$ cat src/rtl/dm_arbiter_if.sv
// Data-memory arbiter bus: two requester ports plus the DM port.
// The arbiter sits on the slave modport; the requester/memory side on master.
interface dm_arbiter_if;
  logic        m0_req;
  logic        m0_we;
  logic [31:0] m0_addr;
  logic [31:0] m0_wdata;
  logic [1:0]  m0_size;
  logic        m0_gnt;
  logic        m0_rvalid;
  logic [31:0] m0_rdata;
  logic        m0_err;

  logic        m1_req;
  logic        m1_we;
  logic [31:0] m1_addr;
  logic [31:0] m1_wdata;
  logic [1:0]  m1_size;
  logic        m1_gnt;
  logic        m1_rvalid;
  logic [31:0] m1_rdata;
  logic        m1_err;

  logic        dm_we;
  logic [31:0] dm_addr;
  logic [31:0] dm_wd;
  logic [3:0]  dm_be;
  logic [31:0] dm_rd;

  modport slave (
    input  m0_req, m0_we, m0_addr, m0_wdata, m0_size,
    input  m1_req, m1_we, m1_addr, m1_wdata, m1_size,
    input  dm_rd,
    output m0_gnt, m0_rvalid, m0_rdata, m0_err,
    output m1_gnt, m1_rvalid, m1_rdata, m1_err,
    output dm_we, dm_addr, dm_wd, dm_be
  );

  modport master (
    output m0_req, m0_we, m0_addr, m0_wdata, m0_size,
    output m1_req, m1_we, m1_addr, m1_wdata, m1_size,
    output dm_rd,
    input  m0_gnt, m0_rvalid, m0_rdata, m0_err,
    input  m1_gnt, m1_rvalid, m1_rdata, m1_err,
    input  dm_we, dm_addr, dm_wd, dm_be
  );
endinterface

$ cat src/rtl/dm_arbiter.sv
// Two-port round-robin data-memory arbiter, two cycles per access,
// with byte-lane steering and misaligned/out-of-range detection.
module dm_arbiter #(
  parameter int unsigned DM_WORDS = 3072
) (
  input logic         clk,
  input logic         reset,
  dm_arbiter_if.slave bus
);
  localparam logic [32:0] DM_BYTES = {1'b0, DM_WORDS} << 2;

  typedef enum logic {IDLE, ACCESS} state_e;

  state_e      state_q, state_d;
  logic        any_req, pick;
  logic        last_q, sel_q;
  logic        we_q;
  logic [31:0] addr_q, wdata_q;
  logic [1:0]  size_q;
  logic        gnt0_q, gnt1_q;
  logic        rv0_q, rv1_q;
  logic        err0_q, err1_q;
  logic [31:0] rdata0_q, rdata1_q;
  logic        in_access;
  logic        err_w;
  logic [3:0]  be_w;
  logic [31:0] wd_w;

  // pick = 1 selects m1; m0 wins a conflict unless it was granted last
  always_comb begin
    any_req = bus.m0_req | bus.m1_req;
    pick    = bus.m1_req & (~bus.m0_req | ~last_q);
    state_d = state_q;
    unique case (state_q)
      IDLE:   if (any_req) state_d = ACCESS;
      ACCESS: state_d = IDLE;
    endcase
  end

  always_ff @(posedge clk) begin
    if (reset) state_q <= IDLE;
    else       state_q <= state_d;
  end

  always_comb begin
    err_w = 1'b0;
    be_w  = 4'b0000;
    wd_w  = wdata_q;
    unique case (1'b1)
      size_q == 2'b00: begin
        be_w  = 4'b1111;
        err_w = |addr_q[1:0];
      end
      size_q == 2'b01: begin
        be_w  = addr_q[1] ? 4'b1100 : 4'b0011;
        wd_w  = {2{wdata_q[15:0]}};
        err_w = addr_q[0];
      end
      size_q == 2'b10: begin
        be_w = 4'b0001 << addr_q[1:0];
        wd_w = {4{wdata_q[7:0]}};
      end
      default: err_w = 1'b1;
    endcase
    if ({1'b0, addr_q} >= DM_BYTES) err_w = 1'b1;
  end

  // reset gates the write strobe so an aborted access never lands in DM
  assign in_access   = state_q == ACCESS;
  assign bus.dm_we   = in_access & we_q & ~err_w & ~reset;
  assign bus.dm_be   = (in_access & ~err_w & ~reset) ? be_w : 4'b0000;
  assign bus.dm_addr = in_access ? {addr_q[31:2], 2'b00} : 32'h0;
  assign bus.dm_wd   = in_access ? wd_w : 32'h0;

  always_ff @(posedge clk) begin
    if (reset) begin
      last_q   <= 1'b1;
      sel_q    <= 1'b0;
      we_q     <= 1'b0;
      addr_q   <= 32'h0;
      wdata_q  <= 32'h0;
      size_q   <= 2'b00;
      gnt0_q   <= 1'b0;
      gnt1_q   <= 1'b0;
      rv0_q    <= 1'b0;
      rv1_q    <= 1'b0;
      err0_q   <= 1'b0;
      err1_q   <= 1'b0;
      rdata0_q <= 32'h0;
      rdata1_q <= 32'h0;
    end else begin
      gnt0_q <= 1'b0;
      gnt1_q <= 1'b0;
      rv0_q  <= 1'b0;
      rv1_q  <= 1'b0;
      err0_q <= 1'b0;
      err1_q <= 1'b0;
      if (state_q == IDLE && any_req) begin
        sel_q   <= pick;
        last_q  <= pick;
        we_q    <= pick ? bus.m1_we    : bus.m0_we;
        addr_q  <= pick ? bus.m1_addr  : bus.m0_addr;
        wdata_q <= pick ? bus.m1_wdata : bus.m0_wdata;
        size_q  <= pick ? bus.m1_size  : bus.m0_size;
        gnt0_q  <= ~pick;
        gnt1_q  <= pick;
      end
      if (in_access) begin
        if (sel_q) begin
          rdata1_q <= bus.dm_rd;
          rv1_q    <= 1'b1;
          err1_q   <= err_w;
        end else begin
          rdata0_q <= bus.dm_rd;
          rv0_q    <= 1'b1;
          err0_q   <= err_w;
        end
      end
    end
  end

  assign bus.m0_gnt    = gnt0_q;
  assign bus.m1_gnt    = gnt1_q;
  assign bus.m0_rvalid = rv0_q;
  assign bus.m1_rvalid = rv1_q;
  assign bus.m0_err    = err0_q;
  assign bus.m1_err    = err1_q;
  assign bus.m0_rdata  = rdata0_q;
  assign bus.m1_rdata  = rdata1_q;
endmodule

$ cat src/flat_wrapper.sv
// flat-port wrapper written by rule: the top's interface ports become plain ports
module dm_arbiter_flat 
#(
  parameter int unsigned DM_WORDS = 3072
)
  (clk, reset, bus_m0_req, bus_m0_we, bus_m0_addr, bus_m0_wdata, bus_m0_size, bus_m1_req, bus_m1_we, bus_m1_addr, bus_m1_wdata, bus_m1_size, bus_dm_rd, bus_m0_gnt, bus_m0_rvalid, bus_m0_rdata, bus_m0_err, bus_m1_gnt, bus_m1_rvalid, bus_m1_rdata, bus_m1_err, bus_dm_we, bus_dm_addr, bus_dm_wd, bus_dm_be);
  dm_arbiter_if bus_i ();
  input logic clk;
  input logic reset;
  input wire logic [$bits(bus_i.m0_req)-1:0] bus_m0_req;
  input wire logic [$bits(bus_i.m0_we)-1:0] bus_m0_we;
  input wire logic [$bits(bus_i.m0_addr)-1:0] bus_m0_addr;
  input wire logic [$bits(bus_i.m0_wdata)-1:0] bus_m0_wdata;
  input wire logic [$bits(bus_i.m0_size)-1:0] bus_m0_size;
  input wire logic [$bits(bus_i.m1_req)-1:0] bus_m1_req;
  input wire logic [$bits(bus_i.m1_we)-1:0] bus_m1_we;
  input wire logic [$bits(bus_i.m1_addr)-1:0] bus_m1_addr;
  input wire logic [$bits(bus_i.m1_wdata)-1:0] bus_m1_wdata;
  input wire logic [$bits(bus_i.m1_size)-1:0] bus_m1_size;
  input wire logic [$bits(bus_i.dm_rd)-1:0] bus_dm_rd;
  output wire logic [$bits(bus_i.m0_gnt)-1:0] bus_m0_gnt;
  output wire logic [$bits(bus_i.m0_rvalid)-1:0] bus_m0_rvalid;
  output wire logic [$bits(bus_i.m0_rdata)-1:0] bus_m0_rdata;
  output wire logic [$bits(bus_i.m0_err)-1:0] bus_m0_err;
  output wire logic [$bits(bus_i.m1_gnt)-1:0] bus_m1_gnt;
  output wire logic [$bits(bus_i.m1_rvalid)-1:0] bus_m1_rvalid;
  output wire logic [$bits(bus_i.m1_rdata)-1:0] bus_m1_rdata;
  output wire logic [$bits(bus_i.m1_err)-1:0] bus_m1_err;
  output wire logic [$bits(bus_i.dm_we)-1:0] bus_dm_we;
  output wire logic [$bits(bus_i.dm_addr)-1:0] bus_dm_addr;
  output wire logic [$bits(bus_i.dm_wd)-1:0] bus_dm_wd;
  output wire logic [$bits(bus_i.dm_be)-1:0] bus_dm_be;
  assign bus_i.m0_req = bus_m0_req;
  assign bus_i.m0_we = bus_m0_we;
  assign bus_i.m0_addr = bus_m0_addr;
  assign bus_i.m0_wdata = bus_m0_wdata;
  assign bus_i.m0_size = bus_m0_size;
  assign bus_i.m1_req = bus_m1_req;
  assign bus_i.m1_we = bus_m1_we;
  assign bus_i.m1_addr = bus_m1_addr;
  assign bus_i.m1_wdata = bus_m1_wdata;
  assign bus_i.m1_size = bus_m1_size;
  assign bus_i.dm_rd = bus_dm_rd;
  assign bus_m0_gnt = bus_i.m0_gnt;
  assign bus_m0_rvalid = bus_i.m0_rvalid;
  assign bus_m0_rdata = bus_i.m0_rdata;
  assign bus_m0_err = bus_i.m0_err;
  assign bus_m1_gnt = bus_i.m1_gnt;
  assign bus_m1_rvalid = bus_i.m1_rvalid;
  assign bus_m1_rdata = bus_i.m1_rdata;
  assign bus_m1_err = bus_i.m1_err;
  assign bus_dm_we = bus_i.dm_we;
  assign bus_dm_addr = bus_i.dm_addr;
  assign bus_dm_wd = bus_i.dm_wd;
  assign bus_dm_be = bus_i.dm_be;
  dm_arbiter #(.DM_WORDS(DM_WORDS)) u_core (.clk(clk), .reset(reset), .bus(bus_i));
endmodule
$ cat config.mk
export PLATFORM = sky130hd
export DESIGN_NAME = dm_arbiter_flat
export DESIGN_NICKNAME = d
export VERILOG_FILES = /design/src/rtl/dm_arbiter_if.sv /design/src/rtl/dm_arbiter.sv /design/src/flat_wrapper.sv
export SDC_FILE = /design/constraint.sdc
export NUM_CORES = 1
export LEC_CHECK = 0
export ABC_AREA = 1
export BUFFER_PORTS_ARGS = -buffer_cell sky130_fd_sc_hd__buf_2
export CAP_MARGIN = 25
export CORE_UTILIZATION = 46
export CTS_CLUSTER_SIZE = 16
export DETAILED_ROUTE_END_ITERATION = 10
export PLACE_DENSITY = 0.8
export SLEW_MARGIN = 0
export SYNTH_ARGS = -nofsm -noshare
export SYNTH_HDL_FRONTEND = slang
export SYNTH_SLANG_ARGS = --single-unit
$ cat constraint.sdc
create_clock -name clk -period 1.85 [get_ports clk]
set_input_delay 0.185 -clock clk [delete_from_list [all_inputs] [get_ports clk]]
set_output_delay 0.185 -clock clk [all_outputs]
set_load 0.01 [all_outputs]
==> impl_metrics.csv, run 1 <==
group,metric,value,unit
run_status,status,"finished, violations left",
run_status,violations,"setup timing",
logic_synthesis,avgSynthCellArea,6.88,sq um
placed_design,gp_congestion,0.944,
clock_network,clk_latency,0.42,ns
grt,antenna_found_initial,1,
finish,final_cells,1391,
grt,grt_overflow,0,
sta,finalCritPeriodShare,104,%
logic_synthesis,synthArstFlopShare,0,%
flow_run,cap_violations,0,
floorplanning,core,0.0133,sq mm
finish,area_growth,40.8,%
sta,fin_hold_ws,0.0125,ns
finish,nNetsFinal,1375,
grt,grt_pass1_vias,6278,
drt,antenna_left,0,
logic_synthesis,yosysMostFrequentCell,"nand2_1",
worst_setup_path,criticalPathCategory,"reg2out",
worst_setup_path,path_max_fanout,8,
logic_synthesis,yosysSeqAreaShare,44.6,%
finish,fillers,1146,
clock_network,cts.htree.levels,4,
sta,slew_viol_final,0,
floorplanning,rows,42,
finish,post_route_cells_drive_above_1_share,34.3,%
clock_network,cts.path.max_buffers,2,
placed_design,post-dp-hpwl,13600,microns
placed_design,dp_cells,1347,
pwr,powerDensity,981,mW/mm^2
drt,route.vias.total,7113,
worst_setup_path,end_kind,"primary output",
logic_synthesis,yosysWarnings,0,
worst_hold_path,hold_class,"in2reg",
logic_synthesis,synth-edff-count,0,
logic_synthesis,yosysTopAreaCellShare,44.6,%
logic_synthesis,yosysUniqueCellTypes,22,
worst_setup_path,reg2reg_setup_slack,0.16,ns
grt,grt_usage,26.7,%
sta,finalSetupViolations,23,
logic_synthesis,netlist_top_cells_area,"dfxtp_1 45%, nand2_1 13%, nor2_1 11%",
worst_setup_path,path_cells,"inv_4 -> ha_4 -> o21ai_1 -> buf_4 -> o21ai_2 -> buf_2",
worst_setup_path,rr_startpoint,"u_core.size_q[1]$_SDFFE_PP0P_",
sta,relSlewSlack,58.5,%
finish,multi_input_area,0.00304,sq mm
sta,fin_crit,1.93,ns
floorplanning,dieArea,0.0141,sq mm
sta,max_freq,518,MHz
placed_design,postPlaceCellArea,0.00787,sq mm
sta,clock_skew,0.00835,ns
logic_synthesis,yosysTopAreaCell,"dfxtp_1",
sta,tightest_slew,0.621,ns
grt,grt_pass1_wl,30100,microns
worst_setup_path,r2r_cells,14,
worst_setup_path,cp-startpoint,"u_core.size_q[0]$_SDFFE_PP0P_",
sta,rsz0062_at_grt,"yes",
worst_setup_path,endpoint,"bus_dm_wd[17]",
finish,finalInstanceArea,0.00884,sq mm
worst_setup_path,critPathArrivalTime,1.74,ns
grt,grt_max_degree,74,
pwr,ir_drop,0.615,mV
finish,utilization,66.5,%
floorplanning,die_y,119,microns
worst_setup_path,slowest_delay,0.39,ns
sta,setup_ws,-0.0798,ns
placed_design,dp_slack,0.181,ns
drt,drcViolationCount,0,
clock_network,cts_num_sinks,140,
sta,setup_tns,-0.883,ns
logic_synthesis,synth-seq-cells,140,
drt,dr.pass1.iters,6,
clock_network,root_buffer,"clkbuf_16",
clock_network,clkTransAtPathRegs,0.06,ns
worst_setup_path,slowest_stage,"dfxtp_4",
drt,wl_per_cell,14.3,microns
floorplanning,pin_count,309,
placed_design,io_buffer_count,306,
logic_synthesis,synthCells,913,
floorplanning,start_util,47.2,%
drt,dr.first_iter.drc_count,647,
worst_setup_path,r2r-end,"u_core.bus.m1_err$_SDFF_PP0_",
drt,wl,19900,microns
worst_setup_path,crit_required,1.66,ns
sta,hold_viol,0,
logic_synthesis,netlist_area,0.00628,sq mm
drt,viasPerCell,5.11,
logic_synthesis,synth_commonest_cells,"215 x nand2_1, 184 x nor2_1, 140 x dfxtp_1",
clock_network,cts_tree,"yes",
floorplanning,die_x,119,microns
finish,seq_area,0.00281,sq mm
clock_network,cts_buffers,17,
pwr,power.leakage,4.61,nW
logic_synthesis,synth_ff_type,"dfxtp_1",
pwr,p_total,8.67,mW
worst_setup_path,start_kind,"flop",
[how the worst min path moves through the flow]
| stage | start | end | slack (ns) | depth (start not counted) |
|---|---|---|---|---|
| final | bus_dm_rd[25] | u_core.bus.m0_rdata[25]$_SDFFE_PP0P_ | 0.01 | 3 |
| after floorplan | bus_dm_rd[0] | u_core.bus.m0_rdata[0]$_SDFFE_PP0P_ | 0.32 | 2 |
| after CTS | bus_dm_rd[20] | u_core.bus.m0_rdata[20]$_SDFFE_PP0P_ | 0.0006 | 3 |
| after detailed placement | bus_dm_rd[29] | u_core.bus.m0_rdata[29]$_SDFFE_PP0P_ | 0.43 | 3 |
| after global routing | bus_dm_rd[24] | u_core.bus.m0_rdata[24]$_SDFFE_PP0P_ | 0.007 | 3 |
| after global placement | bus_dm_rd[20] | u_core.bus.m0_rdata[20]$_SDFFE_PP0P_ | 0.42 | 3 |
[state kept, by name (all words and copies together), names as in the netlist, 2 cells and up]
register and cells:
u_core.addr_q 32, u_core.bus.m1_rdata 32, u_core.wdata_q 32, u_core.bus.m0_rdata 32
u_core.size_q 2
[worst max-delay path: cells and delay by family, from the launching register on]
kind	cells	cell delay, ns
DFF	1	0.39
adders and majority gates	1	0.34
buffers and inverters	3	0.38
AOI/OAI and AO/OA	2	0.22
[placed cells by master, fill, tap and decap left out, types with 2 or more instances in the layout]
master and count:
buf_6 5, nor2_1 176, inv_2 3, dfxtp_2 2
dfxtp_1 137, ha_4 4, inv_1 54, nand3_2 6
buf_12 7, clkinv_2 4, nand2_1 203, o21ai_1 29
inv_4 2, nor2_4 2, clkbuf_16 19, clkbuf_8 2
dlygate4sd3_1 2, nor2_2 8, nand3_4 2, buf_2 306
nor3_1 5, bufinv_16 4, conb_1 2, clkbuf_1 3
nand2_2 13, a31oi_1 67, clkinvlp_4 2, o21ai_0 109
nand3_1 10, buf_4 14, o21ai_2 7
[where the power goes]
| part | internal, mW | switching, mW |
|---|---|---|
| Combinational | 0.684 | 0.931 |
| Sequential | 3.27 | 0.179 |
| Clock | 2.33 | 1.28 |
| Total | 6.28 | 2.39 |
[final cells by class]
class                           instances  area share (%)
Antenna cell                            1          0.0283
Clock buffer                           22            5.25
Clock inverter                         10            1.84
Sequential cell                       140            31.8
Tap cell                              176            2.49
Inverter                               61            2.68
Timing Repair Buffer                  336            21.5
Multi-Input combinational cell        645            34.4
[layer usage]
metal / share of wire (%) / up-vias / GRT usage [%]
met5: 0 / - / 0
met4: 2.1 / 0 / 8.78
met3: 8.2 / 43 / 7.14
met2: 48 / 337 / 44.8
met1: 41 / 3205 / 33.0
li1: - / 3528 / -
[cells by family (layout without fill, tap and decap cells)]
kind of cell               Yosys count  count (layout)  share of synthesized area [%]
adders and majority gates            4               4                          0.797
and+or+nand+nor                    426             426                           26.3
buffers and inverters              129             429                           9.88
AOI/OAI and AO/OA                  213             213                           18.3
DFF                                140             140                           44.6
other                                1               3                         0.0597
[repair_timing]
item                                    4_1_cts  5_1_grt
endpoints found under the hold margin         2        0
endpoints found under the setup margin       29       29
resized for setup                            34       35
buffers inserted                              7        0
hold buffers                                  2        0
pin swaps                                     8       10
cloned                                        0        2
Note: power is estimated with default switching activity, not from simulation.
==> run 2: changes to the inputs <==
--- a/config.mk
+++ b/config.mk
@@ -8,10 +8,11 @@
 export ABC_AREA = 1
 export BUFFER_PORTS_ARGS = -buffer_cell sky130_fd_sc_hd__buf_2
 export CAP_MARGIN = 25
+export CORE_MARGIN = 3
 export CORE_UTILIZATION = 46
 export CTS_CLUSTER_SIZE = 16
 export DETAILED_ROUTE_END_ITERATION = 10
-export PLACE_DENSITY = 0.8
+export PLACE_DENSITY = 0.78
 export SLEW_MARGIN = 0
 export SYNTH_ARGS = -nofsm -noshare
 export SYNTH_HDL_FRONTEND = slang
==> impl_metrics.csv, run 2 (same netlist as run 1, synthesis figures left out) <==
group,metric,value,unit
worst_hold_path,hold_path_depth,3,
finish,utilization,67.1,%
run_status,status,"finished, violations left",
finish,layout.cells.most_common_list,"305 x buf_2, 201 x nand2_1, 159 x nor2_1",
pwr,ir_drop,0.590,mV
floorplanning,die_x,123,microns
drt,antenna_left,0,
sta,relSlewSlack,61.0,%
clock_network,cts_tree,"yes",
pwr,powerDensity,978,mW/mm^2
floorplanning,pin_count,309,
pwr,power.leakage,4.62,nW
worst_hold_path,hold_start,"bus_dm_rd[29]",
drt,wl_met3,2140,microns
placed_design,gp_congestion,0.967,
floorplanning,start_util,47.2,%
grt,grt_max_degree,70,
sta,finalCritPeriodShare,107,%
finish,layout_commonest_cell,"buf_2",
floorplanning,die_y,123,microns
drt,viasPerCell,5.16,
worst_setup_path,path_cells,"inv_4 -> ha_4 -> buf_6 -> clkinvlp_4 -> nand3_2 -> o21ai_1 -> buf_2",
floorplanning,dieArea,0.0151,sq mm
grt,grt_usage,26.1,%
sta,hold_viol,0,
clock_network,clk_latency,0.42,ns
sta,setup_ws,-0.127,ns
placed_design,postPlaceCellArea,0.00785,sq mm
grt,antenna_found_initial,2,
worst_setup_path,r2r_cells,12,
worst_setup_path,path_delay_family,"buffers and inverters",
sta,fin_crit,1.98,ns
finish,nNetsFinal,1379,
clock_network,root_buffer,"clkbuf_16",
placed_design,io_buffer_count,306,
clock_network,cts.path.max_buffers,2,
drt,wl,20700,microns
placed_design,dp_slack,0.167,ns
drt,wl_per_cell,14.9,microns
drt,dr.first_iter.drc_count,480,
drt,top_layer,"met5",
sta,finalSetupViolations,29,
worst_setup_path,rr_startpoint,"u_core.size_q[1]$_SDFFE_PP0P_",
worst_setup_path,path_max_fanout,8,
run_status,violations,"setup timing",
worst_setup_path,start_kind,"flop",
worst_setup_path,reg2reg_setup_slack,0.10,ns
drt,dr.pass1.iters,6,
sta,slew_viol_final,0,
worst_hold_path,hold_class,"in2reg",
clock_network,cts_buffers,17,
sta,rsz0062_at_grt,"yes",
worst_setup_path,criticalPathCategory,"reg2out",
worst_setup_path,critPathArrivalTime,1.79,ns
grt,grt_pass1_vias,6551,
drt,met1_length,8340,microns
worst_hold_path,hold_path_end,"u_core.bus.m0_rdata[29]$_SDFFE_PP0P_",
placed_design,dp_cells,1347,
sta,clock_skew,0.00545,ns
worst_setup_path,slowest_stage,"dfxtp_4",
placed_design,post-dp-hpwl,14400,microns
finish,finalInstanceArea,0.00891,sq mm
worst_setup_path,critPathBufInv,4,
grt,grt_overflow,0,
sta,tightest_slew,0.584,ns
clock_network,cts_num_sinks,140,
grt,grt_pass1_wl,31300,microns
clock_network,clkTransAtPathRegs,0.06,ns
flow_run,cap_violations,0,
floorplanning,core,0.0133,sq mm
clock_network,cts.htree.levels,4,
finish,area_growth,42.0,%
worst_setup_path,end_kind,"primary output",
finish,final_cells,1395,
drt,met2WireLength,9750,microns
finish,post_route_cells_drive_above_1_share,36.3,%
worst_setup_path,r2r-end,"u_core.bus.m1_err$_SDFF_PP0_",
drt,route.vias.total,7192,
drt,drcViolationCount,0,
sta,setup_tns,-1.97,ns
worst_setup_path,crit_required,1.66,ns
floorplanning,rows,42,
sta,max_freq,506,MHz
worst_setup_path,slowest_delay,0.39,ns
==> run 2: tightest hold or removal path: stages <==
cell and delay (ns):
buf_2 0.09, nor2_1 0.04, nor2_1 0.08
==> run 2: worst max path at each step <==
| stage | startpoint | endpoint | slack, ns | depth (start not counted) |
|---|---|---|---|---|
| floorplan | u_core.size_q[0]$_SDFFE_PP0P_ | bus_dm_wd[16] | 0.30 | 5 |
| global placement | u_core.size_q[0]$_SDFFE_PP0P_ | bus_dm_wd[23] | 0.25 | 7 |
| detailed placement | u_core.size_q[1]$_SDFFE_PP0P_ | bus_dm_be[1] | 0.17 | 10 |
| CTS | u_core.size_q[1]$_SDFFE_PP0P_ | bus_dm_be[1] | -0.10 | 10 |
| global route | u_core.size_q[1]$_SDFFE_PP0P_ | bus_dm_be[2] | -0.20 | 8 |
| finish | u_core.size_q[0]$_SDFFE_PP0P_ | bus_dm_wd[21] | -0.13 | 7 |
==> run 2: layer usage <==
layer,vias to the layer above,track usage [%]
li1,3539,-
met1,3221,32.2
met2,380,42.7
met3,50,7.70
met4,2,10.5
met5,-,0
==> run 2: layout make-up <==
cell class | instances | area (sq um)
Clock buffer | 19 | 443
Clock inverter | 13 | 188
Antenna cell | 1 | 2.50
Multi-Input combinational cell | 645 | 3110
Timing Repair Buffer | 340 | 1900
Fill cell | 1132 | 4380
Sequential cell | 140 | 2810
Inverter | 61 | 240
Tap cell | 176 | 220
==> run 2: what timing repair did <==
item,CTS,global route
endpoints found under the hold margin,4,0
setup endpoints to repair,29,31
resized for setup,63,30
gates cloned,1,0
hold buffers,4,0
pin swaps,23,17
buffers inserted,12,0
==> run 2: where the power goes <==
part	switching, mW	internal (mW)
combinational	0.964	0.678
sequential	0.185	3.27
clock	1.32	2.30
total	2.47	6.24
==> run 2: metrics by stage <==
stage / hold WS, ns / power, mW
global placement: 0.424 / 4.89
global route: 0.0112 / 9.08
floorplan: 0.320 / 4.32
CTS: 0.00311 / 8.72
detailed placement: 0.434 / 4.91
finish: 0.0182 / 8.71
==> run 3: changes to the inputs <==
==> constraint.sdc (replaced) <==
create_clock -name clk -period 2.1 [get_ports clk]
set_input_delay 0.21 -clock clk [delete_from_list [all_inputs] [get_ports clk]]
set_output_delay 0.21 -clock clk [all_outputs]
set_load 0.01 [all_outputs]
==> impl_metrics.csv, run 3 (same netlist as run 1, synthesis figures left out) <==
group,metric,value,unit
floorplanning,pin_count,309,
grt,grt_pass1_vias,6244,
drt,wl_met3,1630,microns
worst_hold_path,hold_start,"bus_dm_rd[31]",
run_status,violations,"setup timing",
worst_setup_path,critPathArrivalTime,1.90,ns
worst_setup_path,criticalPathCategory,"reg2out",
sta,fin_crit,2.11,ns
finish,nNetsFinal,1361,
drt,drcViolationCount,0,
worst_setup_path,end_kind,"primary output",
sta,hold_viol,0,
sta,rsz0062_at_grt,"yes",
drt,dr.pass1.iters,7,
flow_run,cap_violations,0,
drt,route.vias.total,6919,
worst_setup_path,start_kind,"flop",
grt,antenna_found_initial,0,
sta,slew_viol_final,0,
finish,area_growth,35.3,%
worst_hold_path,hold_path_end,"u_core.bus.m0_rdata[31]$_SDFFE_PP0P_",
worst_setup_path,path_cells,"inv_1 -> ha_1 -> buf_6 -> nand3_1 -> nand2_1 -> nor2_1 -> buf_2",
finish,layout.cells.most_common_list,"304 x buf_2, 214 x nand2_1, 176 x nor2_1",
worst_setup_path,slowest_delay,0.35,ns
drt,viasPerCell,5.04,
sta,finalSetupViolations,1,
grt,grt_pass1_wl,30100,microns
drt,met2WireLength,9500,microns
floorplanning,die_y,123,microns
clock_network,cts.htree.levels,4,
placed_design,post-dp-hpwl,14200,microns
worst_setup_path,slowest_stage,"dfxtp_2",
pwr,powerDensity,875,mW/mm^2
clock_network,cts_num_sinks,140,
sta,finalCritPeriodShare,101,%
sta,relSlewSlack,61.8,%
pwr,power.leakage,4.47,nW
worst_setup_path,r2r-end,"u_core.bus.m1_rdata[22]$_SDFFE_PP0P_",
worst_hold_path,hold_class,"in2reg",
sta,fin_hold_ws,0.0339,ns
grt,grt_usage,25.2,%
clock_network,root_buffer,"clkbuf_16",
clock_network,cts.path.max_buffers,2,
placed_design,io_buffer_count,306,
sta,clock_skew,0.00599,ns
drt,antenna_left,0,
drt,top_layer,"met4",
clock_network,clk_latency,0.42,ns
sta,setup_ws,-0.0123,ns
floorplanning,dieArea,0.0151,sq mm
floorplanning,rows,42,
sta,setup_tns,-0.0123,ns
grt,grt_max_degree,78,
worst_setup_path,crit_required,1.89,ns
drt,dr.first_iter.drc_count,477,
worst_hold_path,hold_path_depth,3,
pwr,ir_drop,0.557,mV
clock_network,cts_buffers,17,
floorplanning,start_util,47.2,%
finish,n_antenna_cell,0,
worst_setup_path,rr_startpoint,"u_core.in_access$_SDFF_PP0_",
worst_setup_path,reg2reg_setup_slack,0.53,ns
clock_network,hold_buffers,0,
drt,wl_per_cell,14.5,microns
floorplanning,core,0.0133,sq mm
drt,met1_length,8490,microns
finish,layout_commonest_cell,"buf_2",
finish,post_route_cells_drive_above_1_share,31.2,%
drt,wl,20000,microns
worst_setup_path,r2r_cells,4,
run_status,status,"finished, violations left",
clock_network,clkTransAtPathRegs,0.06,ns
sta,tightest_slew,0.572,ns
clock_network,cts_tree,"yes",
placed_design,gp_congestion,0.942,
grt,grt_overflow,0,
sta,max_freq,473,MHz
floorplanning,die_x,123,microns
worst_setup_path,path_max_fanout,24,
[run 3: timing repair]
item / in CTS / in global routing
pin swaps: 1 / 2
endpoints found under the setup margin: 10 / 27
gates resized for setup: 4 / 21
gates cloned: 0 / 0
setup buffers: 1 / 1
endpoints found under the hold margin: 0 / 0
[run 3: where the power goes]
| part | leakage [nW] | total [mW] | switching [mW] | internal (mW) |
|---|---|---|---|---|
| sequential | 1.16 | 3.02 | 0.144 | 2.88 |
| combinational | 3.03 | 1.27 | 0.770 | 0.497 |
| clock | 0.287 | 3.14 | 1.14 | 2.00 |
| total | 4.47 | 7.43 | 2.06 | 5.38 |
[run 3: layer usage]
metal / up-vias / track usage (%)
met5: - / 0
met4: 0 / 8.47
met3: 26 / 6.22
met2: 288 / 41.6
met1: 3111 / 32.1
li1: 3494 / -
[run 3: worst max-delay path by stage]
stage                                   from             to  slack (ns)
2_1_floorplan  u_core.size_q[0]$_SDFFE_PP0P_  bus_dm_wd[16]        0.52
3_3_place_gp   u_core.size_q[0]$_SDFFE_PP0P_  bus_dm_wd[12]        0.43
3_5_place_dp   u_core.size_q[1]$_SDFFE_PP0P_   bus_dm_be[2]        0.32
4_1_cts        u_core.size_q[0]$_SDFFE_PP0P_  bus_dm_wd[23]        0.01
5_1_grt        u_core.size_q[0]$_SDFFE_PP0P_  bus_dm_wd[28]       -0.06
6_report       u_core.size_q[0]$_SDFFE_PP0P_   bus_dm_wd[8]       -0.01
[run 3: cell type report]
type                       instances  area [sq um]
inverter                          61           231
multi-input combinational        645          2920
clock buffer                      19           443
clock inverter                    11           169
timing repair buffer             322          1710
sequential                       140          2810
tap                              176           220
fill                            1231          4800
[run 3: critical path, delay by kind of cell, from the launching register on]
family	cells	cell delay, ns
flip-flops	1	0.35
adder cells (fa/ha/maj)	1	0.35
AND/OR/NAND/NOR	3	0.36
buffers and inverters	3	0.44
[run 3: per-stage QoR]
step	instances	total power, mW	util [%]	cell area (sq um)	worst slack, ns
2_1_floorplan	914	3.81	-	6280	0.522
3_3_place_gp	1342	4.29	58.6	7790	0.430
3_5_place_dp	1342	4.31	58.6	7790	0.319
4_1_cts	1373	7.43	63.3	8420	0.00967
5_1_grt	1374	7.75	63.9	8500	-0.0604
6_report	1374	7.43	63.9	8500	-0.0123
